File: config.mk
export PLATFORM = sky130hd
export DESIGN_NAME = spi_ctrl
export DESIGN_NICKNAME = d
export VERILOG_FILES = /design/src/rtl/spi_pkg.sv /design/src/rtl/spi_clk_tick.sv /design/src/rtl/spi_ctrl.sv
export SDC_FILE = /design/constraint.sdc
export NUM_CORES = 1
export LEC_CHECK = 0
export ABC_AREA = 1
export BUFFER_PORTS_ARGS = -buffer_cell sky130_fd_sc_hd__clkbuf_2
export CAP_MARGIN = 20
export CORE_UTILIZATION = 35
export CTS_CLUSTER_DIAMETER = 60
export DETAILED_ROUTE_END_ITERATION = 16
export GPL_TIMING_DRIVEN = 0
export RECOVER_POWER = 25
export SYNTH_ARGS = -nofsm -noshare
export SYNTH_HDL_FRONTEND = slang
export SYNTH_SLANG_ARGS = --single-unit
File: constraint.sdc
create_clock -name clk -period 2.4 [get_ports clk]
set_input_delay 0.36 -clock clk [delete_from_list [all_inputs] [get_ports clk]]
set_output_delay 0.36 -clock clk [all_outputs]
set_load 0.01 [all_outputs]
File: src/rtl/spi_pkg.sv
// SPI controller shared definitions: byte width, mode encodings, FSM states, CPOL/CPHA helpers.
// Latency: none (declarations only).
// Backpressure: not applicable.
package spi_pkg;

    localparam int BYTE_W = 8;

    localparam logic [1:0] SPI_MODE0 = 2'd0;
    localparam logic [1:0] SPI_MODE1 = 2'd1;
    localparam logic [1:0] SPI_MODE2 = 2'd2;
    localparam logic [1:0] SPI_MODE3 = 2'd3;

    typedef enum logic [1:0] {
        IDLE  = 2'd0,
        LEAD  = 2'd1,
        SHIFT = 2'd2,
        TRAIL = 2'd3
    } spi_state_t;

    // Clock polarity: idle level of sclk.
    function automatic logic cpol(input logic [1:0] mode);
        return mode[1];
    endfunction

    // Clock phase: 0 = data valid before the leading edge, 1 = data driven on the leading edge.
    function automatic logic cpha(input logic [1:0] mode);
        return mode[0];
    endfunction

endpackage

File: src/rtl/spi_clk_tick.sv
// Half-period timer: counts 0..CLK_DIV-1 while enabled and pulses tick on the terminal count.
// Latency: first tick CLK_DIV cycles after en rises, then one every CLK_DIV cycles.
// Backpressure: none; clearing en returns the counter to 0.
module spi_clk_tick #(
    parameter int CLK_DIV = 4
) (
    input  logic clk,
    input  logic rst,
    input  logic en,
    output logic tick
);

    localparam int CNT_W = $clog2(CLK_DIV + 1);
    localparam logic [CNT_W-1:0] TERM = CNT_W'(CLK_DIV - 1);

    logic [CNT_W-1:0] cnt;

    assign tick = en && (cnt == TERM);

    // Free-running half-period counter, held at zero whenever the controller is idle.
    always_ff @(posedge clk) begin
        if (rst) begin
            cnt <= '0;
        end else if (!en || (cnt == TERM)) begin
            cnt <= '0;
        end else begin
            cnt <= cnt + 1'b1;
        end
    end

endmodule

File: src/rtl/spi_ctrl.sv
// SPI master: serialises one byte MSB-first with CPOL/CPHA modes 0..3; optional MISO capture (SPI_CTRL_MISO_RX_EN).
// Latency: cs falls one cycle after handshake; done pulses 1+17*CLK_DIV cycles after handshake.
// Backpressure: tx_ready is low from the cycle after handshake until done; tx_valid is ignored meanwhile.
module spi_ctrl
    import spi_pkg::*;
#(
    parameter int CLK_DIV = 4
) (
    input  logic              clk,
    input  logic              rst,
    input  logic [BYTE_W-1:0] tx_data,
    input  logic              tx_valid,
    output logic              tx_ready,
    input  logic [1:0]        mode,
    output logic              sclk,
    output logic              mosi,
    output logic              cs,
    output logic              busy,
    output logic              done
`ifdef SPI_CTRL_MISO_RX_EN
    ,
    input  logic              miso,
    output logic [BYTE_W-1:0] rx_data
`endif
);

    spi_state_t        state;
    logic [BYTE_W-1:0] shift_reg;
    logic [1:0]        mode_q;
    logic [3:0]        bit_cnt;
    logic              tick;
    logic              lead_edge;
`ifdef SPI_CTRL_MISO_RX_EN
    logic [BYTE_W-1:0] rx_shift;
`endif

    spi_clk_tick #(
        .CLK_DIV(CLK_DIV)
    ) u_tick (
        .clk (clk),
        .rst (rst),
        .en  (state != IDLE),
        .tick(tick)
    );

    // bit_cnt holds the index of the toggle about to happen; even index = leading edge.
    assign lead_edge = ~bit_cnt[0];

    // Transfer sequencer: IDLE -> LEAD -> SHIFT (16 sclk toggles) -> TRAIL -> IDLE.
    always_ff @(posedge clk) begin
        if (rst) begin
            state     <= IDLE;
            cs        <= 1'b1;
            sclk      <= 1'b0;
            mosi      <= 1'b0;
            busy      <= 1'b0;
            done      <= 1'b0;
            tx_ready  <= 1'b1;
            shift_reg <= '0;
            mode_q    <= '0;
            bit_cnt   <= '0;
`ifdef SPI_CTRL_MISO_RX_EN
            rx_shift  <= '0;
            rx_data   <= '0;
`endif
        end else begin
            done <= 1'b0;
            case (state)
                IDLE: begin
                    // Track the live CPOL so sclk already idles correctly before cs falls.
                    sclk <= cpol(mode);
                    if (tx_valid && tx_ready) begin
                        shift_reg <= tx_data;
                        mode_q    <= mode;
                        bit_cnt   <= '0;
                        cs        <= 1'b0;
                        busy      <= 1'b1;
                        tx_ready  <= 1'b0;
                        state     <= LEAD;
                        // CPHA=0 receivers sample on the first edge, so bit7 must be set up now.
                        if (!cpha(mode)) begin
                            mosi <= tx_data[BYTE_W-1];
                        end
                    end
                end
                LEAD, SHIFT: begin
                    if (tick) begin
                        sclk <= ~sclk;
                        if (cpha(mode_q)) begin
                            // Drive the next bit on each leading edge.
                            if (lead_edge) begin
                                mosi      <= shift_reg[BYTE_W-1];
                                shift_reg <= {shift_reg[BYTE_W-2:0], 1'b0};
                            end
                        end else if (!lead_edge && (bit_cnt != 4'd15)) begin
                            // Advance on trailing edges; bit0 stays on the line after the last one.
                            mosi      <= shift_reg[BYTE_W-2];
                            shift_reg <= {shift_reg[BYTE_W-2:0], 1'b0};
                        end
`ifdef SPI_CTRL_MISO_RX_EN
                        // Sample edge is the leading edge for CPHA=0, trailing for CPHA=1.
                        if (lead_edge != cpha(mode_q)) begin
                            rx_shift <= {rx_shift[BYTE_W-2:0], miso};
                        end
`endif
                        if (bit_cnt == 4'd15) begin
                            state <= TRAIL;
                        end else begin
                            bit_cnt <= bit_cnt + 4'd1;
                            state   <= SHIFT;
                        end
                    end
                end
                TRAIL: begin
                    if (tick) begin
                        cs       <= 1'b1;
                        busy     <= 1'b0;
                        done     <= 1'b1;
                        tx_ready <= 1'b1;
                        state    <= IDLE;
`ifdef SPI_CTRL_MISO_RX_EN
                        rx_data  <= rx_shift;
`endif
                    end
                end
                default: state <= IDLE;
            endcase
        end
    end

endmodule

==> flow_summary.yaml, run 1 <==
outcome:
  status: "finished clean"
sta:
  setup_viol: 0
  skew_ns: 0.00488
  slew_headroom_pct: 83.2
  min_period_over_period_pct: 68.0
  grt_setup_unrepaired: "false"
  hold_viol: 0
  max_freq_ghz: 0.613
  slew_violations: 0
  finalSetupTns_ns: 0
  period_minus_slack_ns: 1.63
  whs_ns: 0.361
  worst_pin_slew_ns: 0.251
  setup_slack_ns: 0.769
routing:
  drtPass1Iterations: 6
  avgRoutedWirePerCell_um: 9.63
  antenna_left: 0
  vias_per_cell: 4.40
  drt-total-wl_um: 2490
  drc: 0
  via_count: 1134
  drt_iter0_markers: 21
placement:
  place_hpwl_um: 1850
  io_buffers: 18
  place.gp.congestion: 0.746
  dp_slack_ns: 0.785
  post-place-cells: 254
worst_setup_path:
  required_ns: 2.57
  reg2reg_setup_slack_ns: 0.77
  cp_top_family: "simple AND/OR/NAND/NOR gates"
  cp-end-kind: "register"
  crit_type: "reg -> reg"
  critPathMaxFanout: 8
  reg2reg_depth: 9
  cp.arrival_ns: 1.80
  crit_buf_inv: 3
  crit_slowest_cell: "dfxtp_1"
  cp-start-kind: "register"
  cp_common_cell: "nand2_1"
  cpPeakStageDelay_ns: 0.35
  cp.depth: 9
  crit_chain: "inv_1 -> ha_1 -> buf_6 -> inv_2 -> o21ai_0 -> nand2_1 -> nand4_1 -> nand2_1 -> nor2_1"
final_layout:
  fillers: 392
  register_area_um2: 460
  largest_reg_flops: 8
  instances_no_fill: 258
  drive_above_1_share_pct: 17.9
  syn_to_final_growth_pct: 14.7
  num_antenna_cells: 0
  multi_input_area_um2: 676
  layout.nets: 231
synth:
  synthFlopType: "dfxtp_1"
  synth-simple-area-share_pct: 33.4
  synth.most_common_cell: "nand2_1"
  synth_seq_area_share_pct: 35.2
  avgSynthCellArea_um2: 6.89
  syn-num-nets: 208
  yosysWarnings: 0
  ys_top_cells_by_area: "dfxtp_1 (35%), nand2_1 (13%), inv_1 (8.3%)"
  synth_top_family_by_area: "simple AND/OR/NAND/NOR gates"
  synth_compound_area_share_pct: 12.8
  synthAdderAreaFrac_pct: 4.78
  yosys.area.top_type: "dfxtp_1"
  async_flop_share_pct: 0
  synth_edf_count: 0
  synthCells: 190
  ys_top_cells_by_count: "nand2_1 (46), inv_1 (29), dfxtp_1 (23), nor2_1 (22), a21oi_1 (12)"
  synth_xor_area_share_pct: 0.669
  ys_types: 23
  synth_mux_area_share_pct: 0
  synth_seq_cells: 23
  yosysTopAreaCellShare_pct: 35.2
  synth_area_mm2: 0.00131
power:
  ir_drop_mv: 0.911
  comb_power_share_pct: 64.6
  p_per_area_mw_per_mm2: 1550
  p_int_w: 0.00118
  total_power_w: 0.00233
  p_sw_share_pct: 49.5
  clkPwrFrac_pct: 10.5
  power.switching_w: 0.00116
  p_leak_nw: 0.727
  pwr-share-seq_pct: 24.9
die:
  start_util_pct: 37.7
  die_height_um: 63.2
  fp-row-count: 21
  die_w_um: 63.2
  core_mm2: 0.00347
  pin_count: 19
  die_area_mm2: 0.00399
global_routing:
  grt_pass1_vias: 1049
  grt.overflow.total: 0
  grt_antenna_before_repair: 0
  grt_max_degree: 15
  grt_pass1_wl_um: 4460
  grt_use_total_pct: 14.1
clock_tree:
  clock_path_buffers: 2
  root_buffer: "clkbuf_8"
  cts.sinks: 23
  cts_buffers: 3
  cts_resized: 0
  post-cts-setup-buffers: 0
  worstSkewPairLatency_ns: 0.26
  cts_hold_buf: 0
  cts_max_level: 1
  cts_tree: "done"
  clk_pin_slew_worst_paths_ns: 0.09
job:
  max-cap-violations: 0
worst_hold_path:
  hold_class: "in -> reg"
  holdPathStages: 2
==> per-stage QoR <==
stage	instance area, µm²	utilization (%)
global route	1500	43.3
finish	1500	43.3
global placement	1460	42.0
CTS	1510	43.4
detailed placement	1460	42.0
floorplan	1310	-
==> power by group through the flow <==
stage | sequential, W | combinational, W | clock [W]
after floorplan | 0.000591 | 0.00124 | 0
after global placement | 0.000590 | 0.00152 | 0
after detailed placement | 0.000591 | 0.00152 | 0
after CTS | 0.000582 | 0.00153 | 0.000257
after global routing | 0.000597 | 0.00174 | 0.000276
final | 0.000581 | 0.00151 | 0.000245
==> area by class of cell <==
cell class                      count  area share, %
Clock buffer                        3           2.75
Tap cell                           46           3.83
Multi-Input combinational cell    128           45.0
Inverter                           34           8.83
Buffer                              5           2.67
Timing Repair Buffer               18           5.75
Sequential cell                    23           30.7
Clock inverter                      1          0.500
==> path summary, 6_finish.rpt <==
check           startpoint       endpoint
max               state[0]   shift_reg[5]
min                    rst     bit_cnt[3]
min reg2reg  u_tick.cnt[0]  u_tick.cnt[0]
max reg2reg       state[0]   shift_reg[5]
==> metal layers <==
layer	GRT usage (%)	vias to the layer above	part of all wire (%)
li1	-	644	-
met1	18.6	477	54
met2	22.4	11	42
met3	2.17	2	2.3
met4	6.10	0	0.89
met5	0	-	0
==> cells by family after synthesis <==
family                     after synthesis
and+or+nand+nor                         93
xor gates and xnor gates                 1
AOI/OAI and AO/OA                       29
DFF                                     23
adders and majority gates                5
buffers and inverters                   39
==> cell usage in the layout (no fill, tap or decap), types with 2 or more instances in the layout <==
cell type / Yosys / routed
a21oi_1: 12 / 12
a21oi_2: 2 / 2
buf_2: 2 / 2
buf_6: 2 / 2
clkbuf_1: 0 / 3
clkbuf_2: 0 / 15
clkbuf_8: 0 / 3
dfxtp_1: 23 / 23
ha_1: 5 / 5
inv_1: 29 / 30
inv_2: 3 / 2
inv_4: 2 / 2
nand2_1: 46 / 46
nand2_2: 2 / 2
nand2_4: 2 / 2
nand3_1: 8 / 8
nand4_1: 8 / 8
nor2_1: 22 / 22
nor2_4: 3 / 3
o21a_1: 6 / 6
o21ai_0: 7 / 7
o21ai_1: 2 / 2
Power figures use the tool's default switching activity.
==> run 2, diff against run 1 <==
- clock period: 2.4 -> 1.6 ns (I/O delays scaled with it)
==> flow_summary.yaml, run 2 (synthesized netlist as in run 1, its figures left out) <==
outcome:
  status: "finished clean"
final_layout:
  drive_above_1_share_pct: 22.9
  instances_no_fill: 260
  final_cell_area_mm2: 0.00156
  final_cell_mix: "nand2_1 (42), inv_1 (28), nor2_1 (22)"
  syn_to_final_growth_pct: 19.1
  num_antenna_cells: 0
  largest_reg_flops: 8
  layout.nets: 233
  final_common_cell: "nand2_1"
sta:
  skew_ns: 0.00634
  period_minus_slack_ns: 1.45
  slew_violations: 0
  grt_setup_unrepaired: "false"
  hold_viol: 0
  setup_slack_ns: 0.150
  setup_viol: 0
  max_freq_ghz: 0.690
  slew_headroom_pct: 85.9
  whs_ns: 0.238
  min_period_over_period_pct: 90.6
  worst_pin_slew_ns: 0.211
placement:
  post-place-cells: 254
  place.gp.congestion: 0.746
  dp_slack_ns: -0.0150
  place_hpwl_um: 1850
  post_dp_cell_area_mm2: 0.00146
  io_buffers: 18
routing:
  antenna_left: 0
  avgRoutedWirePerCell_um: 9.73
  via_count: 1148
  drc: 0
  drt_iter0_markers: 28
  vias_per_cell: 4.42
  drtPass1Iterations: 4
  drt-total-wl_um: 2530
worst_setup_path:
  reg2reg_to: "shift_reg[5]"
  cp-start-kind: "register"
  crit_slowest_cell: "dfxtp_1"
  cp.arrival_ns: 1.65
  cpPeakStageDelay_ns: 0.34
  rr_startpoint: "u_tick.cnt[0]"
  crit_buf_inv: 1
  cp-end-kind: "register"
  cp_top_family: "simple AND/OR/NAND/NOR gates"
  required_ns: 1.81
  crit_type: "reg -> reg"
  reg2reg_setup_slack_ns: 0.15
  crit_chain: "ha_1 -> ha_1 -> nand2_2 -> nand2_2 -> nand2_4 -> nor2_4 -> nand3_4 -> nand2_1 -> inv_1 -> nor2_1"
  reg2reg_depth: 10
  critPathMaxFanout: 8
  cp.depth: 10
clock_tree:
  cts_max_level: 1
  clock_path_buffers: 2
  cts_buffers: 3
  clk_pin_slew_worst_paths_ns: 0.09
  cts.sinks: 23
  root_buffer: "clkbuf_8"
  worstSkewPairLatency_ns: 0.27
  cts_tree: "done"
die:
  start_util_pct: 37.7
  die_area_mm2: 0.00399
  pin_count: 19
  die_w_um: 63.2
  die_height_um: 63.2
  core_mm2: 0.00347
  fp-row-count: 21
global_routing:
  grt.overflow.total: 0
  grt_antenna_before_repair: 0
  grt_pass1_wl_um: 4460
  grt_max_degree: 15
  grt_use_total_pct: 14.1
  grt_pass1_vias: 1049
power:
  ir_drop_mv: 1.36
  p_sw_share_pct: 48.5
  p_per_area_mw_per_mm2: 2410
  pwr-share-seq_pct: 23.4
  p_int_w: 0.00194
  p_leak_nw: 0.734
  power.switching_w: 0.00182
  clkPwrFrac_pct: 9.8
  comb_power_share_pct: 66.8
worst_hold_path:
  holdPathStages: 2
  hold_class: "in -> reg"
  hold_end: "bit_cnt[3]"
  worstHoldStart: "rst"
job:
  max-cap-violations: 0
run 2: power by group through the flow:
stage                     Clock [W]  Sequential [W]  Combinational (W)
after floorplan                   0        0.000887            0.00185
after global placement            0        0.000885            0.00228
after detailed placement          0        0.000886            0.00228
after CTS                  0.000386        0.000874            0.00231
after global routing       0.000415        0.000903            0.00287
final                      0.000367        0.000880            0.00251
run 2: per-stage QoR:
step | utilization, % | TNS [ns] | power, W
6_report | 44.9 | 0 | 0.00376
5_1_grt | 44.9 | 0 | 0.00419
3_3_place_gp | 42.0 | -0.0120 | 0.00317
4_1_cts | 43.5 | 0 | 0.00357
3_5_place_dp | 42.0 | -0.0552 | 0.00317
2_1_floorplan | - | 0 | 0.00274
run 2: worst max path at each step:
stage | start | end | slack, ns
floorplan | state[0] | bit_cnt[0] | 0.14
global placement | state[0] | shift_reg[5] | -0.006
detailed placement | state[0] | shift_reg[7] | -0.01
CTS | state[0] | bit_cnt[0] | 0.002
global route | u_tick.cnt[0] | shift_reg[6] | 0.02
finish | u_tick.cnt[0] | shift_reg[5] | 0.15
run 2: timing repair:
| action | in CTS | in global routing |
|---|---|---|
| setup endpoints to repair | 9 | 14 |
| hold buffers | 0 | 0 |
| setup buffers | 0 | 3 |
| gates resized for setup | 2 | 15 |
| pin swaps | 0 | 1 |
run 2: final cells by class:
cell class	count	area (µm²)
repair buffers	21	110
plain buffers	4	31.3
inverters	34	138
multi-input cells	128	711
clock buffers	3	41.3
fillers	384	1910
well taps	46	57.6
flip-flops and latches	23	463
clock inverters	1	7.51
run 2: layer usage:
metal / GRT usage [%] / part of all wire (%)
met1: 18.6 / 54
met2: 22.4 / 43
met3: 2.17 / 2.4
met4: 6.10 / 1.1
met5: 0 / 0
==> run 3, diff against run 2 <==
- SYNTH_HIERARCHICAL: default -> 1
==> flow_summary.yaml, run 3 <==
die:
  core_mm2: 0.00313
  pin_count: 19
  die_area_mm2: 0.00361
  start_util_pct: 37.8
  fp-row-count: 20
  die_height_um: 60.1
  die_w_um: 60.1
final_layout:
  num_antenna_cells: 0
  syn_to_final_growth_pct: 28.4
  drive_above_1_share_pct: 29.1
  largest_reg_flops: 8
  instances_no_fill: 257
  fillers: 330
  final_common_cell: "nand2_1"
  layout.nets: 232
  utilization_pct: 48.5
  final_cell_mix: "nand2_1 (54), nor2_1 (27), inv_1 (19), clkbuf_2 (19), dfxtp_1 (19)"
sta:
  grt_setup_unrepaired: "true"
  period_minus_slack_ns: 1.54
  hold_viol: 0
  setup_slack_ns: 0.0628
  slew_headroom_pct: 71.9
  max_freq_ghz: 0.651
  finalSetupTns_ns: 0
  worst_pin_slew_ns: 0.421
  min_period_over_period_pct: 96.1
  setup_viol: 0
  skew_ns: 0.00349
  slew_violations: 0
worst_setup_path:
  cp_common_cell: "nand2_2"
  crit_slowest_cell: "dfxtp_2"
  reg2reg_depth: 13
  cp-end-kind: "register"
  crit_type: "reg -> reg"
  critPathMaxFanout: 7
  reg2reg_to: "shift_reg[5]"
  crit_chain: "ha_4 -> ha_4 -> nand2_2 -> inv_2 -> nand2_2 -> nand2_2 -> nand2_4 -> inv_4 -> nand3_4 -> buf_6 -> nand2_2 -> nand2_2 -> nor2_1"
  cp_top_family: "simple AND/OR/NAND/NOR gates"
  crit_buf_inv: 3
  rr_startpoint: "u_tick/cnt[0]"
  required_ns: 1.86
  reg2reg_setup_slack_ns: 0.06
  cp-start-kind: "register"
  cpPeakStageDelay_ns: 0.37
  cp.arrival_ns: 1.80
routing:
  avgRoutedWirePerCell_um: 9.18
  drc: 0
  vias_per_cell: 4.39
  via_count: 1127
  drt-total-wl_um: 2360
  antenna_left: 0
  drt_iter0_markers: 43
  drtPass1Iterations: 4
clock_tree:
  cts_buffers: 3
  root_buffer: "clkbuf_4"
  cts_tree: "done"
  clk_pin_slew_worst_paths_ns: 0.13
  cts_max_level: 1
  worstSkewPairLatency_ns: 0.31
  cts.sinks: 23
  cts_hold_buf: 0
  clock_path_buffers: 2
synth:
  ys_top_cells_by_count: "nand2_1 (58), nor2_1 (32), dfxtp_1 (23), inv_1 (23), a21oi_1 (10)"
  synth_area_mm2: 0.00118
  async_flop_share_pct: 0
  avgSynthCellArea_um2: 6.49
  syn-num-nets: 200
  yosysWarnings: 6
  synthCells: 182
  synth.most_common_cell: "nand2_1"
  synth_seq_area_share_pct: 39.0
  ys_types: 18
  synthFlopType: "dfxtp_1"
  synth_edf_count: 0
  yosys.area.top_type: "dfxtp_1"
  yosysTopAreaCellShare_pct: 39.0
  synth_seq_cells: 23
  ys_top_cells_by_area: "dfxtp_1 (39%), nand2_1 (18%), nor2_1 (10%)"
placement:
  place_hpwl_um: 1660
  place.gp.congestion: 0.716
  io_buffers: 18
  dp_slack_ns: -0.205
  post-place-cells: 244
global_routing:
  grt_pass1_vias: 902
  grt.overflow.total: 0
  grt_pass1_wl_um: 3910
  grt_use_total_pct: 14.5
  grt_max_degree: 13
  grt_antenna_before_repair: 0
worst_hold_path:
  hold_end: "shift_reg[0]"
  hold_class: "in -> reg"
  holdPathStages: 3
  worstHoldStart: "tx_data[0]"
power:
  p_per_area_mw_per_mm2: 1870
  ir_drop_mv: 0.559
  p_leak_nw: 0.744
job:
  max-cap-violations: 0
outcome:
  status: "finished clean"
[run 3: changes by cell type in the layout (fill, tap and decap cells not counted), moves of 6 or more]
cell      delta
nand2_1     +12
inv_1        -9
nand4_1      -8
buf_4        +6
clkbuf_2     +6
o21a_1       -6
[run 3: cells by family after synthesis]
| family | after synthesis | synth area share (%) |
|---|---|---|
| simple gates | 103 | 35.8 |
| fa+ha+maj | 5 | 5.30 |
| buf+inv | 31 | 11.0 |
| compound gates | 20 | 8.90 |
| flops | 23 | 39.0 |
[run 3: cell type report]
class / instances / area (µm²) / share of cell area [%]
Buffer: 6 / 37.5 / 2.48
Clock buffer: 4 / 26.3 / 1.73
Inverter: 25 / 101 / 6.68
Multi-Input combinational cell: 128 / 669 / 44.1
Sequential cell: 23 / 465 / 30.7
Tap cell: 44 / 55.1 / 3.63
Timing Repair Buffer: 27 / 161 / 10.6
[run 3: through the flow]
step / total power, W / hold slack (ns) / instance area [µm²]
after floorplan: 0.00187 / 0.397 / 1180
after global placement: 0.00217 / 0.413 / 1330
after detailed placement: 0.00217 / 0.428 / 1330
after CTS: 0.00262 / 0.159 / 1420
after global routing: 0.00315 / 0.178 / 1520
final: 0.00284 / 0.168 / 1520
[run 3: worst max path at each step]
stage / start / endpoint / slack (ns) / cells past startpoint
2_1_floorplan: state[0] / shift_reg[7] / 0.002 / 13
3_3_place_gp: state[0] / shift_reg[1] / -0.21 / 13
3_5_place_dp: state[0] / shift_reg[2] / -0.20 / 13
4_1_cts: state[0] / shift_reg[2] / 0.004 / 11
5_1_grt: u_tick/cnt[0] / shift_reg[5] / -0.05 / 13
6_report: u_tick/cnt[0] / shift_reg[5] / 0.06 / 13
[run 3: repair_timing]
action,in CTS,in global routing
setup endpoints to repair,15,15
hold endpoints to repair,0,0
resized for setup,15,18
pin swaps,1,9
buffers inserted,3,5
gates cloned,1,0
[run 3: tightest hold or removal path, delay by kind of cell]
family / cells / cell delay, ns
compound gates: 1 / 0.05
simple gates: 1 / 0.07
buf+inv: 1 / 0.08
[run 3: per-layer routing]
layer / track usage, % / vias to the layer above / share of wire (%)
met3: 3.25 / 4 / 3.3
met4: 5.98 / 0 / 1.2
li1: - / 621 / -
met1: 20.1 / 484 / 52
met5: 0 / - / 0
met2: 21.4 / 18 / 43
[run 3: where the power goes]
group | internal, W | switching (W) | leakage (nW)
Sequential | 0.000763 | 0.000112 | 0.190
Combinational | 0.000718 | 0.000973 | 0.539
Clock | 0.0000973 | 0.000178 | 0.0150
Total | 0.00158 | 0.00126 | 0.744
